### config.mk
export PLATFORM = sky130hd
export DESIGN_NAME = wb_pwm_capture
export DESIGN_NICKNAME = d
export VERILOG_FILES = /design/src/rtl/wb_pwm_capture.sv
export SDC_FILE = /design/constraint.sdc
export NUM_CORES = 1
export LEC_CHECK = 0
export ABC_AREA = 0
export ABC_CLOCK_PERIOD_IN_PS = 2000
export CELL_PAD_IN_SITES_DETAIL_PLACEMENT = 1
export CELL_PAD_IN_SITES_GLOBAL_PLACEMENT = 1
export CORE_UTILIZATION = 42
export DETAILED_ROUTE_END_ITERATION = 10
export PLACE_DENSITY_LB_ADDON = 0.1
export SLEW_MARGIN = 20
export SYNTH_ARGS = -nofsm -noshare
export SYNTH_HDL_FRONTEND = slang
export SYNTH_SLANG_ARGS = --single-unit
### constraint.sdc
create_clock -name wb_clk_i -period 2 [get_ports wb_clk_i]
set_input_delay 0.5 -clock wb_clk_i [delete_from_list [all_inputs] [get_ports wb_clk_i]]
set_output_delay 0.5 -clock wb_clk_i [all_outputs]
set_load 0.05 [all_outputs]
### src/rtl/wb_pwm_capture.sv
// Wishbone B4 pipelined slave measuring high time and period of PWM inputs.
// Each channel synchronizes its input, times rise-to-rise and latches HIGH/PER.
module wb_pwm_capture #(
  parameter int WIDTH    = 16,
  parameter int CHANNELS = 3
) (
  input  logic                wb_clk_i,
  input  logic                wb_rst_ni,
  input  logic                wb_cyc_i,
  input  logic                wb_stb_i,
  input  logic                wb_we_i,
  input  logic [31:0]         wb_adr_i,
  input  logic [31:0]         wb_dat_i,
  output logic [31:0]         wb_dat_o,
  output logic                wb_ack_o,
  output logic                wb_stall_o,
  input  logic [CHANNELS-1:0] pwm_i
);

  localparam logic [WIDTH-1:0] MaxCnt    = '1;
  localparam logic [WIDTH-1:0] OneCnt    = WIDTH'(1);
  localparam logic [31:0]      StatusAdr = 32'(2 * CHANNELS);

  typedef enum logic {Arm, Measure} chanState_e;

  logic [CHANNELS-1:0] sync1_q, lvl_q, prev_q;
  logic [CHANNELS-1:0] rise, satEvt, ovfClr;
  chanState_e          state_q [CHANNELS];
  chanState_e          state_d [CHANNELS];
  logic [WIDTH-1:0]    hcnt_q [CHANNELS];
  logic [WIDTH-1:0]    hcnt_d [CHANNELS];
  logic [WIDTH-1:0]    pcnt_q [CHANNELS];
  logic [WIDTH-1:0]    pcnt_d [CHANNELS];
  logic [WIDTH-1:0]    high_q [CHANNELS];
  logic [WIDTH-1:0]    high_d [CHANNELS];
  logic [WIDTH-1:0]    per_q [CHANNELS];
  logic [WIDTH-1:0]    per_d [CHANNELS];
  logic [WIDTH-1:0]    shadow_q [CHANNELS];
  logic [WIDTH-1:0]    shadow_d [CHANNELS];
  logic [CHANNELS-1:0] valid_q, valid_d, ovf_q, ovf_d;
  logic                busReq, rdReq, wrStatus;
  logic [31:0]         statusWord, rdData;
  logic [31:0]         dat_q;
  logic                ack_q;
  logic                unusedDatBits;

  assign busReq        = wb_cyc_i & wb_stb_i;
  assign rdReq         = busReq & ~wb_we_i;
  assign wrStatus      = busReq & wb_we_i & (wb_adr_i == StatusAdr);
  assign ovfClr        = wrStatus ? wb_dat_i[2*CHANNELS-1:CHANNELS] : '0;
  assign rise          = lvl_q & ~prev_q;
  assign unusedDatBits = ^{wb_dat_i[31:2*CHANNELS], wb_dat_i[CHANNELS-1:0]};

  always_ff @(posedge wb_clk_i or negedge wb_rst_ni) begin
    if (!wb_rst_ni) begin
      sync1_q <= '0;
      lvl_q   <= '0;
      prev_q  <= '0;
    end else begin
      sync1_q <= pwm_i;
      lvl_q   <= sync1_q;
      prev_q  <= lvl_q;
    end
  end

  always_ff @(posedge wb_clk_i or negedge wb_rst_ni) begin
    if (!wb_rst_ni) begin
      for (int i = 0; i < CHANNELS; i++) state_q[i] <= Arm;
    end else begin
      for (int i = 0; i < CHANNELS; i++) state_q[i] <= state_d[i];
    end
  end

  always_comb begin
    for (int i = 0; i < CHANNELS; i++) begin
      state_d[i] = state_q[i];
      if (state_q[i] == Arm && rise[i]) state_d[i] = Measure;
    end
  end

  // Saturation fires once, on the cycle pcnt steps onto the clamp value.
  always_comb begin
    satEvt = '0;
    for (int i = 0; i < CHANNELS; i++)
      satEvt[i] = (state_q[i] == Measure) && (pcnt_q[i] == MaxCnt - OneCnt);
  end

  always_comb begin
    valid_d = valid_q;
    ovf_d   = (ovf_q & ~ovfClr) | satEvt;
    for (int i = 0; i < CHANNELS; i++) begin
      hcnt_d[i]   = hcnt_q[i];
      pcnt_d[i]   = pcnt_q[i];
      high_d[i]   = high_q[i];
      per_d[i]    = per_q[i];
      shadow_d[i] = shadow_q[i];
      if (rdReq && wb_adr_i == 32'(2 * i)) shadow_d[i] = per_q[i];
      if (state_q[i] == Arm) begin
        if (rise[i]) begin
          hcnt_d[i] = OneCnt;
          pcnt_d[i] = OneCnt;
        end
      end else if (rise[i]) begin
        high_d[i]  = hcnt_q[i];
        per_d[i]   = pcnt_q[i];
        valid_d[i] = 1'b1;
        hcnt_d[i]  = OneCnt;
        pcnt_d[i]  = OneCnt;
      end else begin
        pcnt_d[i] = (pcnt_q[i] == MaxCnt) ? MaxCnt : pcnt_q[i] + OneCnt;
        hcnt_d[i] = (lvl_q[i] && hcnt_q[i] != MaxCnt) ? hcnt_q[i] + OneCnt : hcnt_q[i];
        if (satEvt[i]) valid_d[i] = 1'b0;
      end
    end
  end

  always_ff @(posedge wb_clk_i or negedge wb_rst_ni) begin
    if (!wb_rst_ni) begin
      valid_q <= '0;
      ovf_q   <= '0;
      for (int i = 0; i < CHANNELS; i++) begin
        hcnt_q[i]   <= '0;
        pcnt_q[i]   <= '0;
        high_q[i]   <= '0;
        per_q[i]    <= '0;
        shadow_q[i] <= '0;
      end
    end else begin
      valid_q <= valid_d;
      ovf_q   <= ovf_d;
      for (int i = 0; i < CHANNELS; i++) begin
        hcnt_q[i]   <= hcnt_d[i];
        pcnt_q[i]   <= pcnt_d[i];
        high_q[i]   <= high_d[i];
        per_q[i]    <= per_d[i];
        shadow_q[i] <= shadow_d[i];
      end
    end
  end

  always_comb begin
    statusWord = '0;
    statusWord[CHANNELS-1:0]            = valid_q;
    statusWord[2*CHANNELS-1:CHANNELS]   = ovf_q;
    statusWord[3*CHANNELS-1:2*CHANNELS] = lvl_q;
    rdData = '0;
    for (int i = 0; i < CHANNELS; i++) begin
      if (wb_adr_i == 32'(2 * i))     rdData = 32'(high_q[i]);
      if (wb_adr_i == 32'(2 * i + 1)) rdData = 32'(shadow_q[i]);
    end
    if (wb_adr_i == StatusAdr) rdData = statusWord;
  end

  always_ff @(posedge wb_clk_i or negedge wb_rst_ni) begin
    if (!wb_rst_ni) begin
      ack_q <= 1'b0;
      dat_q <= '0;
    end else begin
      ack_q <= busReq;
      dat_q <= rdReq ? rdData : '0;
    end
  end

  assign wb_ack_o   = ack_q;
  assign wb_dat_o   = dat_q;
  assign wb_stall_o = 1'b0;

endmodule

==> impl_metrics.csv, run 1 <==
group,metric,value,unit
status,status,"complete, but fails checks",
status,violations,"negative setup slack",
layout,drive_gt1_frac,0.293,
placement,dp_hpwl,26500,um
routing,vias_per_cell,5.65,
global_route,grt-ovfl-total,0,
setup_path,end_kind,"register",
floorplan,die_y,176,um
layout,finalNetCount,1384,
logic_synthesis,synth_edf_count,0,
sta,slew_viol_final,0,
sta,slew_headroom,0.614,
routing,antenna_left,0,
floorplan,dieWidth,176,um
cts,htreeDepth,2,
sta,fin_worst_skew,0.0170,ns
routing,post-route-drc-count,0,
sta,layout_min_cycle_time,2.34,ns
sta,setup_viol,48,
floorplan,ios,106,
logic_synthesis,syn_area,12800,sq um
layout,final_common_cell,"dfrtp_1",
placement,place_ws,-1.26,ns
routing,routed_wirelength,37100,um
logic_synthesis,ys_types,62,
floorplan,rows,63,
layout,final_core_util,0.537,
setup_path,critPathSlowestCell,"or4_4",
routing,wl_per_cell,21.6,um
layout,diodes,0,
floorplan,dieArea,31100,sq um
global_route,grt_pass1_vias,10424,
cts,cts_tree,"yes",
global_route,track_usage,0.248,
setup_path,path_max_fanout,8,
layout,layout_common_cells,"dfrtp_1, buf_4, mux2_2",
setup_path,crit_path_cell_trace,"buf_6 -> nor4_2 -> nand4_1 -> or4_4 -> or4b_4 -> buf_12 -> mux2_4",
cts,cts_sinks,275,
logic_synthesis,ys.flop_type,"dfrtp_1",
cts,cts_buffer_depth,3,
setup_path,start_kind,"primary input",
layout,stdcell_count,1717,
power_and_ir_drop,p_total,14.5,mW
cts,clock_latency,0.51,ns
cts,cts.clk_slew.worst_paths,0.06,ns
placement,portBuffers,59,
layout,area_growth,25.5,%
hold_path,hold_class,"register to register",
logic_synthesis,avgSynthCellArea,11.2,sq um
logic_synthesis,yosysSeqAreaShare,0.539,
placement,place_congestion,0.827,
routing,first_pass_iters,4,
setup_path,critPathKind,"primary input to register",
sta,hold_ws,0.347,ns
power_and_ir_drop,powerDensity,903,nW/um^2
global_route,grt_max_degree,58,
placement,placedCellCount,1653,
sta,timing.final.ws_setup,-0.343,ns
logic_synthesis,yosys_warnings,0,
cts,numCtsBuffers,34,
logic_synthesis,synth_cells,1135,
sta,hold_violations,0,
sta,fmax,427,MHz
sta,rsz0062_at_grt,"yes",
power_and_ir_drop,p_leak,7.51,nW
floorplan,core_area,29800,sq um
setup_path,required,2.38,ns
setup_path,arrival,2.72,ns
routing,vias,9700,
logic_synthesis,synthArstFlopShare,1.00,
global_route,grt_pass1_wl,60000,um
routing,drt_iter0_drc,492,
sta,period_share,1.17,
sta,tightest_slew,0.574,ns
logic_synthesis,ys_seq_elements,275,
global_route,antenna_found_initial,1,
flow_run,drv_cap,0,
floorplan,start_util,0.428,
power_and_ir_drop,ir_worst_vdd,0.000502,V
cts,root_buffer,"clkbuf_16",
setup_path,cp_slowest_stage_delay,0.59,ns
report_power, final:
part           leakage [nW]  internal, mW  switching [mW]  total [mW]
Clock                 0.578          4.00            2.40        6.40
Combinational          3.22         0.765           0.893        1.66
Sequential             3.71          5.98           0.409        6.39
Total                  7.51          10.7            3.70        14.5
logic make-up after synthesis:
kind of cell | Yosys count | share of synthesized area
AND/OR/NAND/NOR | 364 | 0.147
flip-flops | 275 | 0.539
AO/OA/AOI/OAI | 226 | 0.109
multiplexers | 161 | 0.152
buffers and inverters | 85 | 0.0328
XOR/XNOR | 14 | 0.00961
adder cells (fa/ha/maj) | 9 | 0.00883
other | 1 | 0.000294
layout make-up:
class / instances / area, sq um
clock buffers: 48 / 1040
clock inverters: 12 / 146
fillers: 3131 / 13800
inverters: 15 / 56.3
multi-input cells: 791 / 5730
flip-flops and latches: 275 / 6880
well taps: 390 / 488
repair buffers: 186 / 1670
final timing paths:
check	startpoint	endpoint	slack, ns	depth (start not counted)
worst max-delay path	wb_adr_i[28]	shadow_q[21]$_DFFE_PN0P_	-0.34	7
min in group asynchronous	wb_rst_ni	hcnt_q[10]$_DFFE_PN0P_	0.47	2
worst max register to register	hcnt_q[0]$_DFFE_PN0P_	hcnt_q[11]$_DFFE_PN0P_	0.03	6
max in group asynchronous	wb_rst_ni	hcnt_q[39]$_DFFE_PN0P_	0.77	3
worst min register to register	sync1_q[2]$_DFF_PN0_	lvl_q[2]$_DFF_PN0_	0.35	0
worst min-delay path	sync1_q[2]$_DFF_PN0_	lvl_q[2]$_DFF_PN0_	0.35	0
cells in the mapped netlist (all sizes together) (19+ instances only):
cell type	number	area share
a21oi	53	0.021
nand3	39	0.015
clkbuf	44	0.013
nor3	33	0.013
mux2	136	0.12
buf	26	0.015
dfrtp	275	0.54
nor2	91	0.027
a31oi	24	0.012
nand4	26	0.013
o21ai	76	0.030
and3	19	0.0093
nand2	70	0.021
per-layer routing:
metal  global-route usage  wire [um]
met1                0.360      17900
met2                0.397      17500
met3               0.0321       1200
met4               0.0536        561
met5                    0         17
sequential cells by signal, indices dropped and copies added (netlist names):
register  flops
state_q       3
per_q        48
hcnt_q       48
prev_q        3
sync1_q       3
wb_dat_o     16
high_q       48
ovf_q         3
wb_ack_o      1
valid_q       3
lvl_q         3
pcnt_q       48
shadow_q     48
critical path: cells and delay by family:
kind / cells / cell delay [ns]
buffers and inverters: 2 / 0.27
muxes: 1 / 0.30
and+or+nand+nor: 4 / 1.65
through the flow:
stage | area (sq um) | setup TNS (ns)
2_1_floorplan | 12900 | -21.22
3_3_place_gp | 14600 | -61.81
3_5_place_dp | 14600 | -65.36
4_1_cts | 15900 | -11.46
5_1_grt | 16000 | -12.55
6_report | 16000 | -10.97
repair_timing:
action | CTS | global route
pin swaps | 12 | 12
resized for setup | 75 | 21
hold buffers | 1 | 0
setup buffers | 0 | 1
endpoints found under the setup margin | 74 | 77
endpoints found under the hold margin | 32 | 0
gates cloned | 1 | 1
No activity file was read; power rests on OpenSTA's default activity.
==> inputs of run 2 (changes only) <==
--- a/config.mk
+++ b/config.mk
@@ -11,7 +11,8 @@
 export CELL_PAD_IN_SITES_GLOBAL_PLACEMENT = 1
 export CORE_UTILIZATION = 42
 export DETAILED_ROUTE_END_ITERATION = 10
-export PLACE_DENSITY_LB_ADDON = 0.1
+export PLACE_DENSITY = 0.79
+export SKIP_LAST_GASP = 1
 export SLEW_MARGIN = 20
 export SYNTH_ARGS = -nofsm -noshare
 export SYNTH_HDL_FRONTEND = slang
==> impl_metrics.csv, run 2 (synthesized netlist as in run 1, its figures left out) <==
group,metric,value,unit
status,status,"complete, but fails checks",
status,violations,"negative setup slack",
cts,cts_tree,"yes",
power_and_ir_drop,p_total,14.1,mW
cts,root_buffer,"clkbuf_16",
routing,wl_per_cell,22.6,um
hold_path,holdPathEnd,"lvl_q[1]$_DFF_PN0_",
layout,area_growth,25.3,%
placement,dp_hpwl,27000,um
sta,hold_violations,0,
power_and_ir_drop,ir_worst_vdd,0.000572,V
sta,setup_viol,48,
routing,routed_wirelength,39000,um
sta,slew_viol_final,0,
floorplan,dieArea,31100,sq um
cts,numCtsBuffers,30,
sta,rsz0062_at_grt,"yes",
floorplan,core_area,29800,sq um
floorplan,ios,106,
setup_path,critPathKind,"primary input to register",
power_and_ir_drop,powerDensity,883,nW/um^2
placement,placedCellCount,1663,
floorplan,rows,63,
setup_path,required,2.44,ns
layout,n_fill_cell,3135,
setup_path,start_kind,"primary input",
sta,slew_headroom,0.635,
placement,place_congestion,0.870,
cts,cts_buffer_depth,3,
power_and_ir_drop,p_leak,7.47,nW
cts,clock_latency,0.57,ns
global_route,grt_pass1_vias,10870,
sta,layout_min_cycle_time,2.33,ns
setup_path,arrival,2.77,ns
routing,vias_per_cell,5.84,
sta,hold_ws,0.347,ns
sta,timing.final.ws_setup,-0.330,ns
global_route,track_usage,0.256,
setup_path,path_max_fanout,8,
hold_path,hold_class,"register to register",
sta,tightest_slew,0.542,ns
floorplan,start_util,0.428,
setup_path,r2r_end,"hcnt_q[3]$_DFFE_PN0P_",
routing,post-route-drc-count,0,
routing,first_pass_iters,5,
layout,final_common_cell,"dfrtp_1",
hold_path,holdPathStages,0,
layout,finalNetCount,1391,
floorplan,dieWidth,176,um
sta,fmax,429,MHz
placement,portBuffers,59,
cts,cts.clk_slew.worst_paths,0.06,ns
global_route,grt-ovfl-total,0,
layout,drive_gt1_frac,0.306,
setup_path,reg2reg_slack,0.04,ns
layout,stdcell_count,1724,
setup_path,r2r_start,"hcnt_q[0]$_DFFE_PN0P_",
routing,antenna_left,0,
global_route,antenna_found_initial,1,
setup_path,end_kind,"register",
layout,layout_common_cells,"dfrtp_1, buf_4, mux2_2",
routing,drt_iter0_drc,598,
sta,fin_worst_skew,0.0164,ns
floorplan,die_y,176,um
routing,vias,10063,
hold_path,min_from,"sync1_q[1]$_DFF_PN0_",
global_route,grt_max_degree,51,
global_route,grt_pass1_wl,61600,um
layout,fin_area,16000,sq um
flow_run,drv_cap,0,
cts,htreeDepth,1,
cts,cts_sinks,275,
placement,placedInstanceArea,14700,sq um
sta,period_share,1.16,
setup_path,rr_worst_depth,7,
run 2: cell types whose count changed in the layout (fill, tap and decap cells not counted), moves of 3 or more:
cell           before  now
nor4_4              4    7
clkbuf_8            7    4
buf_6               5    9
clkinv_4            1    4
clkbuf_16          38   31
buf_4             126  139
buf_2               7   11
dlygate4sd2_1      12    4
run 2: layout make-up:
| type | count | area (sq um) | area share |
|---|---|---|---|
| Clock buffer | 38 | 842 | 0.0527 |
| Timing Repair Buffer | 196 | 1690 | 0.106 |
| Antenna cell | 1 | 2.50 | 0.000157 |
| Sequential cell | 275 | 6880 | 0.431 |
| Tap cell | 390 | 488 | 0.0305 |
| Inverter | 15 | 56.3 | 0.00352 |
| Multi-Input combinational cell | 792 | 5780 | 0.361 |
| Clock inverter | 17 | 239 | 0.0150 |
run 2: worst max-delay path: stages:
cell	delay [ns]
buf_6	0.09
nor4_4	0.25
nand4_1	0.29
or4_4	0.53
or4b_4	0.61
buf_12	0.18
mux2_4	0.30
run 2: how the worst max path moves through the flow:
stage / from / end / slack (ns) / cells after the start
6_report: wb_adr_i[28] / shadow_q[22]$_DFFE_PN0P_ / -0.33 / 7
5_1_grt: wb_adr_i[17] / shadow_q[30]$_DFFE_PN0P_ / -0.33 / 7
4_1_cts: wb_adr_i[28] / shadow_q[29]$_DFFE_PN0P_ / -0.26 / 7
3_5_place_dp: wb_adr_i[24] / shadow_q[29]$_DFFE_PN0P_ / -1.29 / 7
3_3_place_gp: wb_adr_i[24] / shadow_q[30]$_DFFE_PN0P_ / -1.21 / 7
2_1_floorplan: wb_adr_i[24] / shadow_q[21]$_DFFE_PN0P_ / -0.53 / 7
run 2: power breakdown:
part           switching, mW  internal, mW
clock network           2.37          3.64
registers              0.451          5.98
logic                  0.925         0.752
total                   3.75          10.4
run 2: repair_timing:
item / in CTS / in global routing
hold endpoints to repair: 42 / 0
resized for setup: 112 / 17
endpoints found under the setup margin: 72 / 77
hold buffers: 1 / 0
cloned: 1 / 1
buffers inserted: 1 / 1
pin swaps: 12 / 7
run 2: metrics by stage:
step / setup WS, ns / setup TNS, ns / utilization
after floorplan: -0.528 / -21.22 / -
after global placement: -1.21 / -63.05 / 0.494
after detailed placement: -1.29 / -67.62 / 0.494
after CTS: -0.264 / -6.59 / 0.533
after global routing: -0.332 / -9.88 / 0.536
final: -0.330 / -8.63 / 0.536
run 2: metal layers:
layer | track usage | up-vias | wire length (um)
met5 | 0 | - | 0
met4 | 0.0946 | 0 | 1350
met3 | 0.0388 | 86 | 1730
met2 | 0.437 | 281 | 19400
met1 | 0.328 | 5199 | 16500
li1 | - | 4497 | -
==> inputs of run 3 (changes only) <==
--- a/config.mk
+++ b/config.mk
@@ -6,12 +6,13 @@
 export NUM_CORES = 1
 export LEC_CHECK = 0
 export ABC_AREA = 0
-export ABC_CLOCK_PERIOD_IN_PS = 2000
+export ABC_CLOCK_PERIOD_IN_PS = 2350
 export CELL_PAD_IN_SITES_DETAIL_PLACEMENT = 1
 export CELL_PAD_IN_SITES_GLOBAL_PLACEMENT = 1
-export CORE_UTILIZATION = 42
+export CORE_ASPECT_RATIO = 0.6
+export CORE_UTILIZATION = 40
 export DETAILED_ROUTE_END_ITERATION = 10
-export PLACE_DENSITY = 0.79
+export PLACE_DENSITY = 0.73
 export SKIP_LAST_GASP = 1
 export SLEW_MARGIN = 20
 export SYNTH_ARGS = -nofsm -noshare
==> constraint.sdc (replaced) <==
create_clock -name wb_clk_i -period 2.35 [get_ports wb_clk_i]
set_input_delay 0.5875 -clock wb_clk_i [delete_from_list [all_inputs] [get_ports wb_clk_i]]
set_output_delay 0.5875 -clock wb_clk_i [all_outputs]
set_load 0.05 [all_outputs]
==> impl_metrics.csv, run 3 (synthesized netlist as in run 1, its figures left out) <==
group,metric,value,unit
sta,tightest_slew,0.659,ns
setup_path,required,2.78,ns
sta,slew_viol_final,0,
power_and_ir_drop,switchingPower,3.07,mW
power_and_ir_drop,p_leak,6.96,nW
cts,cts.clk_slew.worst_paths,0.06,ns
sta,fmax,424,MHz
setup_path,end_kind,"register",
cts,clock_latency,0.55,ns
floorplan,start_util,0.408,
routing,vias_per_cell,5.74,
setup_path,path_max_fanout,8,
status,violations,"negative setup slack",
setup_path,start_kind,"primary input",
layout,drive_gt1_frac,0.239,
global_route,grt_pass1_vias,9971,
setup_path,arrival,2.79,ns
layout,fin_area,15200,sq um
power_and_ir_drop,ir_worst_vdd,0.000463,V
cts,numCtsBuffers,27,
setup_path,critPathSlowestCell,"or4_4",
setup_path,crit_top_cell,"or4_4",
sta,slew_headroom,0.556,
status,status,"complete, but fails checks",
cts,cts_tree,"yes",
placement,placedCellCount,1623,
power_and_ir_drop,combPwrFrac,0.101,
sta,rsz0062_at_grt,"yes",
placement,dp_hpwl,26900,um
floorplan,dieWidth,233,um
routing,post-route-drc-count,0,
hold_path,hold_class,"register to register",
sta,hold_violations,0,
placement,placedInstanceArea,14200,sq um
power_and_ir_drop,seqPwrFrac,0.490,
routing,wl_per_cell,22.4,um
layout,stdcell_count,1676,
cts,root_buffer,"clkbuf_16",
placement,place_congestion,0.838,
layout,finalNetCount,1321,
global_route,grt-ovfl-total,0,
sta,timing.final.ws_setup,-0.00761,ns
global_route,track_usage,0.233,
routing,routed_wirelength,37500,um
cts,cts_sinks,275,
power_and_ir_drop,switching_share,0.270,
routing,antenna_left,0,
floorplan,die_y,140,um
layout,final_core_util,0.486,
routing,drt_iter0_drc,749,
floorplan,core_area,31300,sq um
sta,layout_min_cycle_time,2.36,ns
floorplan,dieArea,32600,sq um
global_route,antenna_found_initial,1,
sta,period_share,1.00,
floorplan,ios,106,
sta,hold_ws,0.349,ns
setup_path,crit_path_cell_trace,"clkdlybuf4s15_2 -> nor4_2 -> nand4_1 -> or4_4 -> buf_6 -> or4_4 -> clkbuf_16 -> mux2_4",
flow_run,drv_cap,0,
power_and_ir_drop,powerDensity,747,nW/um^2
cts,cts_buffer_depth,3,
floorplan,rows,50,
layout,final_common_cell,"dfrtp_1",
cts,htreeDepth,1,
setup_path,cp_slowest_stage_delay,0.55,ns
global_route,grt_pass1_wl,59200,um
sta,fin_worst_skew,0.0124,ns
sta,setup_viol,2,
power_and_ir_drop,p_int,8.28,mW
layout,area_growth,19.2,%
routing,first_pass_iters,5,
global_route,grt_max_degree,73,
power_and_ir_drop,power.share.clock,0.409,
placement,portBuffers,59,
routing,vias,9628,
sta,setup_tns,-0.0123,ns
setup_path,critPathKind,"primary input to register",
layout,layout_common_cells,"dfrtp_1, mux2_2, nor2_1",
## run 3: through the flow
| step | power (mW) | worst slack, ns |
|---|---|---|
| 6_report | 11.4 | -0.00761 |
| 5_1_grt | 11.8 | -0.0199 |
| 4_1_cts | 11.4 | 0.00218 |
| 3_5_place_dp | 6.79 | -0.915 |
| 3_3_place_gp | 6.71 | -0.899 |
| 2_1_floorplan | 6.18 | -0.266 |
## run 3: path summary, 6_finish.rpt
| check | from | endpoint | slack (ns) | cells past startpoint |
|---|---|---|---|---|
| max in group asynchronous | wb_rst_ni | pcnt_q[16]$_DFFE_PN0P_ | 1.10 | 3 |
| setup reg to reg | hcnt_q[0]$_DFFE_PN0P_ | hcnt_q[11]$_DFFE_PN0P_ | 0.13 | 6 |
| hold reg to reg | sync1_q[2]$_DFF_PN0_ | lvl_q[2]$_DFF_PN0_ | 0.35 | 0 |
| hold / removal | sync1_q[2]$_DFF_PN0_ | lvl_q[2]$_DFF_PN0_ | 0.35 | 0 |
| min in group asynchronous | wb_rst_ni | hcnt_q[1]$_DFFE_PN0P_ | 0.51 | 2 |
| setup / recovery | wb_adr_i[14] | shadow_q[39]$_DFFE_PN0P_ | -0.008 | 8 |
## run 3: final cells by class
type	count	area [sq um]
Clock buffer	31	701
Fill cell	3335	16100
Sequential cell	275	6880
Tap cell	416	520
Antenna cell	1	2.50
Timing Repair Buffer	130	1170
Inverter	15	56.3
Multi-Input combinational cell	791	5640
Clock inverter	17	224
## run 3: power by group through the flow
stage          sequential (mW)  clock [mW]  combinational, mW
4_1_cts                   5.54        4.72               1.16
3_3_place_gp              5.60           0               1.11
5_1_grt                   5.59        4.91               1.30
2_1_floorplan             5.40           0              0.779
3_5_place_dp              5.62           0               1.16
6_report                  5.56        4.64               1.15
## run 3: per-layer routing
metal,track usage,vias up,part of all wire
li1,-,4358,-
met2,0.330,245,0.42
met3,0.0487,45,0.059
met5,0,-,0
met4,0.0464,0,0.015
met1,0.365,4980,0.51
## run 3: worst max-delay path: cells and delay by family
kind                   cells  cell delay (ns)
muxes                      1             0.30
buffers and inverters      3             0.53
and+or+nand+nor            4             1.37
## run 3: timing repair
item                                    in CTS  in global routing
gates resized for setup                     66                 16
buffers inserted                             1                  0
endpoints found under the hold margin       36                  0
endpoints found under the setup margin      33                 33
pin swaps                                   12                  1
cloned                                       1                  1
hold buffers                                 1                  0
